$ cat src/rtl/counter_rmw_stage_pkg.sv
// Shared constants and FSM state type for the adaptive-counter RAM stages.
package counter_rmw_stage_pkg;

  localparam int unsigned PROB_WIDTH_DEFAULT = 12;
  localparam int unsigned PROB_HALF = 1 << (PROB_WIDTH_DEFAULT - 1);
  localparam int unsigned PROB_MAX  = (1 << PROB_WIDTH_DEFAULT) - 1;

  typedef enum logic {
    ST_INIT,
    ST_RUN
  } state_t;

endpackage

$ cat src/rtl/counter_rmw_stage_prob_adapt.sv
// Shift-based probability adaptation toward the coded bit.
module prob_adapt #(
  parameter int unsigned PROB_WIDTH = 12,
  parameter int unsigned RATE       = 4
) (
  input  logic [PROB_WIDTH-1:0] p,
  input  logic                  cbit,
  output logic [PROB_WIDTH-1:0] p_next
);

  localparam logic [PROB_WIDTH-1:0] MAXV = '1;

  // Both branches stay inside [0, MAXV] by construction, so no clamp is needed.
  always_comb begin
    if (cbit)
      p_next = p + ((MAXV - p) >> RATE);
    else
      p_next = p - (p >> RATE);
  end

endmodule

$ cat src/rtl/counter_rmw_stage.sv
// Read-modify-write stage for one bank of adaptive bit-probability counters,
// with power-up fill to p = 0.5 and single-entry write forwarding.
module counter_rmw_stage
  import counter_rmw_stage_pkg::*;
#(
  parameter int unsigned ADDR_WIDTH = 16,
  parameter int unsigned PROB_WIDTH = 12,
  parameter int unsigned RATE       = 4
) (
  input  logic                  clock,
  input  logic                  reset,
  input  logic                  in_valid,
  output logic                  in_ready,
  input  logic [ADDR_WIDTH-1:0] in_addr,
  input  logic                  in_bit,
  output logic                  out_valid,
  input  logic                  out_ready,
  output logic [PROB_WIDTH-1:0] out_prob,
  output logic                  ram_wea,
  output logic [ADDR_WIDTH-1:0] ram_addra,
  output logic [PROB_WIDTH-1:0] ram_dina,
  output logic                  ram_enb,
  output logic [ADDR_WIDTH-1:0] ram_addrb,
  input  logic [PROB_WIDTH-1:0] ram_dob
);

  localparam logic [PROB_WIDTH-1:0] HALF = {1'b1, {(PROB_WIDTH-1){1'b0}}};

  state_t                  state, state_next;
  logic [ADDR_WIDTH-1:0]   init_cnt;
  logic                    b_valid;
  logic [ADDR_WIDTH-1:0]   b_addr;
  logic                    b_bit;
  logic                    byp_hit;
  logic [PROB_WIDTH-1:0]   byp_data;
  logic [PROB_WIDTH-1:0]   p_eff;
  logic [PROB_WIDTH-1:0]   p_new;
  logic                    accept;
  logic                    fire;

  prob_adapt #(
    .PROB_WIDTH (PROB_WIDTH),
    .RATE       (RATE)
  ) u_adapt (
    .p      (p_eff),
    .cbit   (b_bit),
    .p_next (p_new)
  );

  assign p_eff = byp_hit ? byp_data : ram_dob;

  // Handshakes are qualified by reset so a request caught by reset never writes.
  assign in_ready = (state == ST_RUN) && reset && (!b_valid || out_ready);
  assign accept   = in_valid && in_ready;
  assign fire     = b_valid && out_ready && reset;

  always_ff @(posedge clock) begin
    if (!reset) begin
      state    <= ST_INIT;
      init_cnt <= '0;
      b_valid  <= 1'b0;
      byp_hit  <= 1'b0;
    end else begin
      state <= state_next;
      if (state == ST_INIT)
        init_cnt <= init_cnt + ADDR_WIDTH'(1);
      if (accept) begin
        b_valid  <= 1'b1;
        b_addr   <= in_addr;
        b_bit    <= in_bit;
        // The RAM returns the pre-write value when read and write collide.
        byp_hit  <= fire && (in_addr == b_addr);
        byp_data <= p_new;
      end else if (fire) begin
        b_valid <= 1'b0;
      end
    end
  end

  always_comb begin
    state_next = state;
    if (state == ST_INIT && init_cnt == '1)
      state_next = ST_RUN;
  end

  always_comb begin
    ram_wea   = 1'b0;
    ram_addra = b_addr;
    ram_dina  = p_new;
    if (state == ST_INIT) begin
      ram_wea   = 1'b1;
      ram_addra = init_cnt;
      ram_dina  = HALF;
    end else begin
      ram_wea = fire;
    end
  end

  assign ram_enb   = accept;
  assign ram_addrb = in_addr;
  assign out_valid = b_valid;
  assign out_prob  = p_eff;

endmodule

$ cat config.mk
export PLATFORM = sky130hd
export DESIGN_NAME = counter_rmw_stage
export DESIGN_NICKNAME = d
export VERILOG_FILES = /design/src/rtl/counter_rmw_stage_pkg.sv /design/src/rtl/counter_rmw_stage_prob_adapt.sv /design/src/rtl/counter_rmw_stage.sv
export SDC_FILE = /design/constraint.sdc
export NUM_CORES = 1
export LEC_CHECK = 0
export CAP_MARGIN = 10
export CORE_MARGIN = 2
export CORE_UTILIZATION = 43
export DETAILED_ROUTE_END_ITERATION = 7
export PLACE_DENSITY = 0.83
export SYNTH_ARGS = -nofsm -noshare
export SYNTH_HDL_FRONTEND = slang
export SYNTH_SLANG_ARGS = --single-unit
$ cat constraint.sdc
create_clock -name clock -period 5.95 [get_ports clock]
set_input_delay 0.595 -clock clock [delete_from_list [all_inputs] [get_ports clock]]
set_output_delay 0.595 -clock clock [all_outputs]
set_load 0.05 [all_outputs]
# Yosys cells after proc, flatten, opt, wreduce, memory -nomap -nowiden
# Cells that the tools add are included.
# word_totals
reg_bits,48
wordCells,32
# classes
addsub,4
n_eq_ne,2
muxes,7
n_bitwise,1
reduce_logical,11
# op_table
cell,n
12-bit 2-to-1 mux,3
"16-bit by 1-bit adder with 16-bit output, second input constant",1
16-bit == test,1
"16-bit == test, second input constant",1
16-bit 2-to-1 mux,1
12-bit by 8-bit adder with 12-bit output,1
"12-bit subtractor, first input constant",1
12-bit by 8-bit subtractor with 12-bit output,1
1-bit logical AND,7
1-bit 2-to-1 mux,3
2-bit AND reduction,1
2-bit nonzero test,1
1-bit logical NOT,1
1-bit logical OR,1
1-bit NOT,1

# Logic depth before layout (Yosys ltp)
# Gate-level depths: netlist of the first run.
# logic_depth
depth_word,5
ltp_mapped,13
depth_no_buf,11

# Modules after synthesis
# A second synthesis of the first run with hierarchy kept.
# unflattened
cells_unflattened,297
hier_area_um2,3164.3
# modules_own_cells
module,n_inst,cells_each,area_each_um2
counter_rmw_stage,1,206,2447.3
prob_adapt,1,91,716.9

# Worst setup path after synthesis of the first run
# No wires, ideal clock.
# synth_path
path_kind,register to output
startpoint,register byp_hit
endpoint,output ram_dina[10]
arrival_ns,3.353
slack_ns,2.002
path_stages_with_launch,12
path_buffers,2
path_cell_list,dfxtp_1 buf_2 buf_2 mux2i_1 ha_1 mux2_2 fa_1 a21oi_1 o21ai_0 nand4b_1 a21oi_1 mux2i_1
# synth_between
elab_chain_len,5
word_cells_on_any_way,6
# synth_lines
item,line_no,rtl
from (decl),counter_rmw_stage.sv:34,logic byp_hit;
from (signal assigned),counter_rmw_stage.sv:72,byp_hit <= fire && (in_addr == b_addr);
12-bit 2-to-1 mux (*),counter_rmw_stage.sv:50,assign p_eff = byp_hit ? byp_data : ram_dob;
12-bit subtractor,counter_rmw_stage_prob_adapt.sv:16,p_next = p + ((MAXV - p) >> RATE);
12-bit by 8-bit adder with 12-bit output,counter_rmw_stage_prob_adapt.sv:16,
12-bit 2-to-1 mux (*),counter_rmw_stage_prob_adapt.sv:15,if (cbit)
12-bit 2-to-1 mux (*),counter_rmw_stage.sv:90,if (state == ST_INIT) begin
to (decl),counter_rmw_stage.sv:21,"output logic [PROB_WIDTH-1:0] ram_dina,"
# Mark *: on every way between the ends. The rest lies on a longest branch, timed or not.

# Worst setup path in the final report of the first run
# layout_path
startpoint,input ram_dob[4]
endpoint,output ram_dina[8]
# layout_between
elab_chain_len,5
word_cells_on_any_way,6
# layout_lines
item,line_no,rtl
from (decl),counter_rmw_stage.sv:24,input logic [PROB_WIDTH-1:0] ram_dob
12-bit 2-to-1 mux (*),counter_rmw_stage.sv:50,
12-bit subtractor,counter_rmw_stage_prob_adapt.sv:16,
12-bit by 8-bit adder with 12-bit output,counter_rmw_stage_prob_adapt.sv:16,
12-bit 2-to-1 mux (*),counter_rmw_stage_prob_adapt.sv:15,
net p_new[8],counter_rmw_stage.sv:37,logic [PROB_WIDTH-1:0] p_new;
12-bit 2-to-1 mux (*),counter_rmw_stage.sv:90,
# Mark *: on every way through the listed nets, which the timed path passes. The rest lies on a longest branch.

==> impl_metrics.csv, run 1 <==
group,metric,value,unit
cts,numCtsBuffers,5,
cts,clock-sinks,48,
die,rows,31,
synthesis,mappedNetlistNets,361,
cells_and_area,insertedDiodeCount,0,
cts,cts_buffer_depth,2,
die,start_util,44.0,%
cells_and_area,drive_gt1_share,8.67,%
synthesis,async_flop_share,0,%
cts,clock_latency,0.30,ns
synthesis,synth_fa_ha_area_share,5.79,%
critical_path,reg2reg_depth,11,
cts,root_buffer,"clkbuf_8",
sta,fin_skew,0.00929,ns
die,die-height,89.7,um
synthesis,synth.top_cell.area_share,27.6,%
sta,setup_violations,0,
cells_and_area,areaGrowthSynthToFinish,31.6,%
min_path,hold_class,"reg -> reg",
routing,routed_via_density,5.04,
synthesis,synth_area_leader_cell,"edfxtp_1",
placed_design,hpwl,5720,um
synthesis,synth_seq_cells,48,
cells_and_area,nFillCells,631,
die,die_area,8040,um2
synthesis,synth_xor_area_share,13.3,%
synthesis,ys_top_cells_by_area,"edfxtp_1 (28%), dfxtp_1 (12%), xnor2_1 (8.0%)",
sta,period_share,79.6,%
cts,postCtsSetupBuffers,0,
critical_path,required,5.36,ns
synthesis,synth_top_family_by_area,"simple AND/OR/NAND/NOR gates",
critical_path,crit_type,"in -> out",
cts,cts_tree,"done",
synthesis,synth_area_per_cell,10.1,um2
synthesis,synth-seq-area-share,39.6,%
synthesis,yosys.area_share.simple,17.8,%
cts,cts_hold_buffers,0,
sta,post-route-min-period,4.74,ns
sta,timing.fmax,0.211,GHz
critical_path,arrival,4.14,ns
synthesis,synth_cell_type_count,41,
sta,tightest_slew,0.649,ns
die,pin_count,93,
grt,antenna_found_initial,0,
cts,htreeDepth,2,
sta,drv_slew,0,
power_and_ir_drop,ir_worst_vdd,128,uV
run,max-cap-violations,0,
die,core,7180,um2
routing,drtAntennaViolNets,0,
synthesis,synth_edf_count,29,
synthesis,yosys_warnings,0,
run_status,status,"completed",
cts,post_cts_resized,0,
synthesis,synth-main-ff-cell,"edfxtp_1",
routing,drtIter0Drc,90,
routing,wl_per_cell,14.8,um
critical_path,endpoint_kind,"output pin",
grt,grt_pass1_wl,11300,um
grt,grt_start_max_net_pins,36,
sta,whs,0.524,ns
power_and_ir_drop,leakage,1.52,nW
placed_design,place.gp.congestion,0.791,
grt,grt_overflow_total,0,
synthesis,muxShareOfSynthArea,9.71,%
die,die_x,89.7,um
routing,drc,0,
routing,vias,2475,
min_path,hold_depth,2,
sta,tns,0,ns
power_and_ir_drop,powerDensity,176,nW/um2
cells_and_area,nets,438,
synthesis,synth_compound_area_share,7.37,%
critical_path,crit_fanout,3,
sta,slew-limit-headroom,56.4,%
sta,hold_viol_final,0,
synthesis,synth_area,3160,um2
grt,grt.total_usage,18.2,%
sta,rsz0062_at_grt,"false",
synthesis,postSynthCellCount,314,
cts,path_clk_slew,0.09,ns
routing,wirelength,7270,um
critical_path,crit_path_start_kind,"input pin",
grt,grt_pass1_vias,2481,
placed_design,port_buffers,92,
routing,drtPass1Iterations,5,
## kinds of logic (layout without fill, tap and decap cells)
kind of cell    after synthesis  in the layout
compound gates               39             39
xor+xnor                     48             48
fa+ha+maj                    14             14
buf+inv                      37            115
flops                        48             48
mux                          28             28
simple gates                100            100
## critical path: stages
cell and delay, ns:
clkdlybuf4s50_1 0.44, mux2i_1 0.29, ha_1 0.29, mux2_2 0.29, fa_1 0.46, a21oi_1 0.20, o21ai_0 0.17, a41oi_1 0.28
xnor2_1 0.16, and2_1 0.16, clkdlybuf4s50_1 0.80
## per-layer routing
layer,up-vias,global-route usage (%),wire [um]
li1,1241,-,-
met1,1149,22.3,3180
met2,75,32.3,3660
met3,10,3.47,293
met4,0,5.83,136
met5,-,0,0
## where the power goes
group | leakage (nW) | switching (mW) | internal [mW]
Clock | 0.0460 | 0.115 | 0.0824
Combinational | 1.06 | 0.0991 | 0.0735
Sequential | 0.414 | 0.00259 | 0.357
Total | 1.52 | 0.217 | 0.513
## metrics by stage
step / utilization [%] / total power, mW / setup slack (ns) / cells / cell area (um2)
after floorplan: - / 0.484 / 2.00 / 314 / 3160
after global routing: 57.9 / 0.760 / 0.764 / 491 / 4150
after global placement: 56.7 / 0.537 / 1.34 / 483 / 4070
final: 57.9 / 0.730 / 1.21 / 491 / 4150
after detailed placement: 56.7 / 0.540 / 1.21 / 483 / 4070
after CTS: 57.9 / 0.736 / 1.21 / 491 / 4150
## synthesized netlist by cell type (4+ instances only)
| master | count |
|---|---|
| nand2_1 | 19 |
| dfxtp_1 | 19 |
| xor2_1 | 19 |
| nor3_1 | 10 |
| nor4_1 | 4 |
| edfxtp_1 | 29 |
| o21ai_0 | 12 |
| clkbuf_1 | 5 |
| buf_4 | 16 |
| nand3_1 | 6 |
| and2_1 | 23 |
| nor2_1 | 15 |
| nand2b_1 | 4 |
| xnor2_1 | 29 |
| mux2i_1 | 7 |
| inv_1 | 12 |
| ha_1 | 13 |
| a21oi_1 | 12 |
| mux2_2 | 21 |
## final cells by class
class / count / area, um2 / share of cell area [%]
multi-input combinational: 229 / 1700 / 41.0
sequential: 48 / 1250 / 30.1
timing repair buffer: 95 / 943 / 22.7
tap: 99 / 124 / 2.98
clock buffer: 5 / 68.8 / 1.66
inverter: 12 / 45.0 / 1.08
clock inverter: 3 / 17.5 / 0.422
## flip-flops by register name, summed over array words and instances (netlist names)
signal / count
b_addr: 16
b_bit: 1
byp_data: 12
byp_hit: 1
init_cnt: 16
out_valid: 1
state: 1
## placed cells by master, fill, tap and decap left out, types with 2 or more instances in the layout
| cell type | instances |
|---|---|
| a211oi_1 | 2 |
| a21boi_0 | 3 |
| a21o_1 | 3 |
| a21oi_1 | 12 |
| and2_1 | 23 |
| and3_1 | 3 |
| buf_4 | 3 |
| clkbuf_8 | 5 |
| clkdlybuf4s50_1 | 92 |
| dfxtp_1 | 19 |
| edfxtp_1 | 29 |
| ha_1 | 13 |
| inv_1 | 12 |
| mux2_2 | 21 |
| mux2i_1 | 7 |
| nand2_1 | 19 |
| nand2b_1 | 4 |
| nand3_1 | 6 |
| nand4_1 | 3 |
| nand4b_1 | 3 |
| nor2_1 | 15 |
| nor2b_1 | 3 |
| nor3_1 | 10 |
| nor3b_1 | 2 |
| nor4_1 | 4 |
| o21ai_0 | 12 |
| o21bai_1 | 2 |
| xnor2_1 | 29 |
| xor2_1 | 19 |
## path summary, 6_finish.rpt
check	slack, ns	startpoint	endpoint
hold reg to reg	0.52	out_valid$_SDFFE_PN0P_	out_valid$_SDFFE_PN0P_
hold / removal	0.52	out_valid$_SDFFE_PN0P_	out_valid$_SDFFE_PN0P_
setup reg to reg	2.81	byp_hit$_SDFFE_PN0P_	byp_data[10]$_DFFE_PP_
setup / recovery	1.21	ram_dob[4]	ram_dina[8]
Note: power is estimated with default switching activity, not from simulation.
==> run 2, diff against run 1 <==
==> constraint.sdc (replaced) <==
create_clock -name clock -period 4.45 [get_ports clock]
set_input_delay 0.445 -clock clock [delete_from_list [all_inputs] [get_ports clock]]
set_output_delay 0.445 -clock clock [all_outputs]
set_load 0.05 [all_outputs]
==> run 2 against run 1 <==
Compared with the run above:
- wire length rose by 0.11%
- largest power group unchanged
- flip-flop and latch count did not move
- first-iteration DRC count fell by 6.7%
- die area did not move
- via count rose by 1.6%
- sequential share of layout area fell by 0.32 points
- cell count did not move
==> impl_metrics.csv, run 2 (same netlist as run 1, synthesis figures left out) <==
group,metric,value,unit
sta,hold_viol_final,0,
routing,vias,2515,
critical_path,endpoint_kind,"output pin",
cts,post_cts_resized,0,
critical_path,arrival,3.71,ns
cts,clock-sinks,48,
power_and_ir_drop,leakage,1.56,nW
routing,drc,0,
routing,wl_per_cell,14.8,um
die,die_x,89.7,um
grt,grt_pass1_vias,2515,
cts,clock_latency,0.30,ns
routing,drt-met1-wl,3140,um
critical_path,cp_top_family,"buffers and inverters",
cts,cts_buffer_depth,2,
grt,grt_start_max_net_pins,30,
routing,wirelength,7280,um
run,max-cap-violations,0,
sta,period_share,93.4,%
sta,rsz0062_at_grt,"false",
die,core,7180,um2
power_and_ir_drop,total_power,1.03,mW
grt,grt_overflow_total,0,
sta,setup_violations,0,
placed_design,hpwl,5700,um
routing,drtIter0Drc,84,
placed_design,port_buffers,92,
critical_path,r2r-end,"byp_data[10]$_DFFE_PP_",
critical_path,r2r-start,"byp_hit$_SDFFE_PN0P_",
sta,slew-limit-headroom,33.6,%
routing,drtPass1Iterations,4,
routing,wl_met3,356,um
power_and_ir_drop,powerDensity,246,nW/um2
cts,numCtsBuffers,5,
cells_and_area,final_common_cell,"clkdlybuf4s50_1",
power_and_ir_drop,ir_worst_vdd,221,uV
critical_path,ff2ff_setup_slack,1.28,ns
cells_and_area,final_cell_mix,"clkdlybuf4s50_1 (85), xnor2_1 (29), edfxtp_1 (29), and2_1 (23), mux2_2 (21)",
sta,setup_ws,0.293,ns
critical_path,crit_path_start_kind,"flip-flop",
cts,postCtsSetupBuffers,0,
sta,tns,0,ns
placed_design,dpl_cell_area,4090,um2
routing,drtAntennaViolNets,0,
cells_and_area,reg_top3,"b_addr: 16 flops, init_cnt: 16 flops, byp_data: 12 flops",
sta,timing.fmax,0.241,GHz
routing,dr_wl_met2,3670,um
die,rows,31,
critical_path,critical_path_depth,9,
die,die_area,8040,um2
critical_path,cp_num_buf_inv,1,
run_status,status,"completed",
die,start_util,44.0,%
critical_path,required,4.01,ns
die,die-height,89.7,um
cells_and_area,insertedDiodeCount,0,
cells_and_area,areaGrowthSynthToFinish,33.0,%
critical_path,crit_slowest_cell,"clkdlybuf4s50_1",
placed_design,place_ws,0.396,ns
critical_path,worstPathCellList,"mux2i_1 > ha_1 > mux2_2 > fa_1 > a21oi_1 > o21bai_1 > xor2_1 > and2_1 > clkdlybuf4s50_1",
cells_and_area,nets,438,
routing,routed_via_density,5.12,
cts,cts_hold_buffers,0,
die,pin_count,93,
critical_path,crit_path_end,"ram_dina[4]",
critical_path,crit_start,"byp_hit$_SDFFE_PN0P_",
critical_path,crit_type,"reg -> out",
min_path,hold_class,"reg -> reg",
cts,htreeDepth,2,
critical_path,reg2reg_depth,11,
cts,cts_tree,"done",
sta,fin_skew,0.00959,ns
critical_path,crit_fanout,7,
sta,post-route-min-period,4.16,ns
sta,tightest_slew,0.994,ns
grt,grt_pass1_wl,11400,um
grt,antenna_found_initial,0,
critical_path,slowest_delay,0.80,ns
cells_and_area,drive_gt1_share,10.7,%
routing,top_layer,"met4",
grt,grt.total_usage,18.6,%
cts,path_clk_slew,0.10,ns
cts,root_buffer,"clkbuf_8",
cells_and_area,fin_area,4200,um2
min_path,hold_depth,2,
placed_design,place.gp.congestion,0.832,
sta,drv_slew,0,
-- run 2: how the worst min path moves through the flow --
| stage | slack (ns) | to | startpoint |
|---|---|---|---|
| 2_1_floorplan | 0.48 | init_cnt[6]$_SDFFE_PN0N_ | init_cnt[6]$_SDFFE_PN0N_ |
| 3_3_place_gp | 0.48 | out_valid$_SDFFE_PN0P_ | out_valid$_SDFFE_PN0P_ |
| 3_5_place_dp | 0.51 | out_valid$_SDFFE_PN0P_ | out_valid$_SDFFE_PN0P_ |
| 4_1_cts | 0.53 | out_valid$_SDFFE_PN0P_ | out_valid$_SDFFE_PN0P_ |
| 5_1_grt | 0.57 | out_valid$_SDFFE_PN0P_ | out_valid$_SDFFE_PN0P_ |
| 6_report | 0.52 | out_valid$_SDFFE_PN0P_ | out_valid$_SDFFE_PN0P_ |
-- run 2: layout make-up --
class                   instances  area (um2)
fillers                       624        2980
multi-input cells             229        1700
flip-flops and latches         48        1250
repair buffers                 95         963
well taps                      99         124
clock buffers                   5        68.8
inverters                      12        45.0
clock inverters                 3        42.5
-- run 2: per-layer routing --
metal	vias up	GRT usage [%]
li1	1243	-
met1	1186	22.2
met2	76	34.2
met3	10	3.56
met4	0	4.61
met5	-	0
-- run 2: stage by stage --
step                      hold WS [ns]  cells  utilization (%)
after floorplan                  0.484    314                -
after global placement           0.479    483             57.0
after detailed placement         0.514    483             57.0
after CTS                        0.529    491             58.5
after global routing             0.571    491             58.5
final                            0.521    491             58.5
-- run 2: power by group --
| part | total [mW] | internal, mW | leakage [nW] | switching [mW] |
|---|---|---|---|---|
| Combinational | 0.231 | 0.0982 | 1.09 | 0.132 |
| Clock | 0.320 | 0.167 | 0.0541 | 0.154 |
| Sequential | 0.481 | 0.477 | 0.414 | 0.00338 |
-- run 2: tightest hold or removal path, cell delays in order (launching register included) --
cell and delay, ns:
dfxtp_1 0.35, nand2_1 0.06, o21ai_0 0.07
==> run 3, diff against run 2 <==
==> constraint.sdc (replaced) <==
create_clock -name clock -period 4 [get_ports clock]
set_input_delay 0.4 -clock clock [delete_from_list [all_inputs] [get_ports clock]]
set_output_delay 0.4 -clock clock [all_outputs]
set_load 0.05 [all_outputs]
==> run 3 against run 2 <==
Compared with the run above:
- die area did not move
- critical path type is now in -> out
- sequential power rose by 11%
- first-iteration DRC count rose by 8.3%
- worst setup slack got worse by 0.078 ns
- clock skew barely moved
- worst hold slack got worse by 0.020 ns
- design area rose by 1.7%
- register-to-register slack got worse by 0.20 ns
- non-clock buffer count did not move
- count of clock-buffer cells in the layout did not move
- flip-flop and latch count did not move
- critical path depth rose by 2
- critical endpoint is now ram_dina[8]
==> impl_metrics.csv, run 3 (same netlist as run 1, synthesis figures left out) <==
group,metric,value,unit
placed_design,place_ws,0.270,ns
min_path,hp-start,"out_valid$_SDFFE_PN0P_",
routing,drc,0,
cts,path_clk_slew,0.09,ns
cts,cts_buffer_depth,2,
power_and_ir_drop,leakage,1.58,nW
sta,period_share,94.6,%
placed_design,place.gp.congestion,0.817,
cells_and_area,areaGrowthSynthToFinish,35.2,%
cts,numCtsBuffers,5,
cells_and_area,final_cell_mix,"clkdlybuf4s50_1 (82), xnor2_1 (29), edfxtp_1 (29), and2_1 (23), mux2_2 (21)",
routing,wl_per_cell,15.2,um
sta,hold_viol_final,0,
routing,drtIter0Drc,91,
placed_design,place_inst,483,
critical_path,crit_type,"in -> out",
critical_path,r2r-end,"byp_data[10]$_DFFE_PP_",
routing,drtAntennaViolNets,0,
critical_path,crit_path_start_kind,"input pin",
critical_path,endpoint_kind,"output pin",
critical_path,crit_slowest_cell,"fa_1",
power_and_ir_drop,powerDensity,254,nW/um2
cells_and_area,nets,438,
routing,drtPass1Iterations,4,
run,max-cap-violations,0,
die,die_area,8040,um2
sta,drv_slew,0,
sta,tns,0,ns
sta,tightest_slew,1.04,ns
cts,clock-sinks,48,
cts,cts_hold_buffers,0,
cts,htreeDepth,2,
grt,antenna_found_initial,0,
power_and_ir_drop,switchingPower,0.322,mW
run_status,status,"completed",
min_path,hold_end,"out_valid$_SDFFE_PN0P_",
grt,grt_start_max_net_pins,32,
power_and_ir_drop,pwr-share-clk,26.5,%
power_and_ir_drop,total_power,1.08,mW
power_and_ir_drop,ir_worst_vdd,168,uV
grt,grt_pass1_wl,11700,um
grt,grt_pass1_vias,2477,
critical_path,r2r-start,"byp_hit$_SDFFE_PN0P_",
cts,root_buffer,"clkbuf_8",
placed_design,hpwl,5730,um
die,core,7180,um2
critical_path,arrival,3.38,ns
routing,vias,2513,
cells_and_area,final_common_cell,"clkdlybuf4s50_1",
critical_path,cp_top_family,"adder cells",
cts,clock_latency,0.31,ns
placed_design,port_buffers,92,
cells_and_area,stdcell_count,491,
grt,grt.total_usage,19.0,%
critical_path,slowest_delay,0.46,ns
die,pin_count,93,
cts,cts_tree,"done",
cells_and_area,insertedDiodeCount,0,
cells_and_area,drive_gt1_share,12.8,%
die,rows,31,
sta,setup_violations,0,
power_and_ir_drop,pwr-share-seq,49.3,%
routing,wirelength,7460,um
sta,setup_ws,0.215,ns
critical_path,required,3.60,ns
cells_and_area,final_util,59.5,%
critical_path,ff2ff_setup_slack,1.08,ns
critical_path,cp_num_buf_inv,2,
min_path,hold_class,"reg -> reg",
power_and_ir_drop,p_comb_share,24.1,%
min_path,hold_depth,2,
sta,post-route-min-period,3.78,ns
critical_path,crit_fanout,3,
sta,fin_skew,0.00911,ns
cells_and_area,reg_top3,"b_addr: 16 flops, init_cnt: 16 flops, byp_data: 12 flops",
die,die_x,89.7,um
critical_path,reg2reg_depth,9,
sta,slew-limit-headroom,30.6,%
die,die-height,89.7,um
power_and_ir_drop,switching_share,29.8,%
sta,timing.fmax,0.264,GHz
power_and_ir_drop,p_int,0.760,mW
grt,grt_overflow_total,0,
critical_path,worstPathCellList,"clkdlybuf4s50_1 > mux2i_2 > ha_1 > mux2_2 > fa_1 > a21oi_1 > o21ai_0 > a41oi_1 > xnor2_1 > and2_1 > buf_12",
die,start_util,44.0,%
routing,routed_via_density,5.12,
run 3: changes by cell type in the layout (fill, tap and decap cells not counted), sizes merged:
cell,change
buf,+3
clkdlybuf4s50,-3
clkinv,+2
bufinv,-1
clkinvlp,-1
run 3: tightest hold or removal path, cell delays in order (launching register included):
cell and delay, ns:
dfxtp_1 0.35, nand2_1 0.06, o21ai_0 0.06
run 3: timing repair:
item                       in CTS  in global routing
resized for setup               0                  8
buffers inserted                0                  0
setup endpoints to repair       0                  5
hold endpoints to repair        0                  0
run 3: cell type report:
class | instances | area, um2
clock inverter | 3 | 13.8
fill | 649 | 2910
inverter | 12 | 45.0
timing repair buffer | 95 | 1030
clock buffer | 5 | 68.8
sequential | 48 | 1250
tap | 99 | 124
multi-input combinational | 229 | 1730
run 3: worst max-delay path by stage:
stage	from	end	cells after the start
after floorplan	byp_hit$_SDFFE_PN0P_	ram_dina[10]	11
after global placement	ram_dob[4]	ram_dina[8]	11
after detailed placement	ram_dob[4]	ram_dina[8]	11
after CTS	byp_hit$_SDFFE_PN0P_	ram_dina[11]	12
after global routing	ram_dob[5]	ram_dina[11]	13
final	ram_dob[5]	ram_dina[8]	11
run 3: layer usage:
metal  part of all wire (%)  up-vias  routed length [um]  global-route usage, %
li1                       -     1239                   -                      -
met1                     42     1184                3160                   22.8
met2                     50       76                3740                   34.1
met3                    5.1       14                 378                   3.66
met4                    2.3        0                 174                   6.38
met5                      0        -                   0                      0
run 3: metrics by stage:
step / instance area [um2] / hold slack [ns]
CTS: 4240 / 0.504
global route: 4270 / 0.544
global placement: 4160 / 0.478
floorplan: 3160 / 0.484
detailed placement: 4160 / 0.493
finish: 4270 / 0.501
run 3: power groups by stage:
stage | Combinational [mW] | Clock (mW) | Sequential (mW)
2_1_floorplan | 0.175 | 0 | 0.545
3_3_place_gp | 0.252 | 0 | 0.546
3_5_place_dp | 0.258 | 0 | 0.546
4_1_cts | 0.259 | 0.297 | 0.535
5_1_grt | 0.279 | 0.315 | 0.535
6_report | 0.261 | 0.287 | 0.534
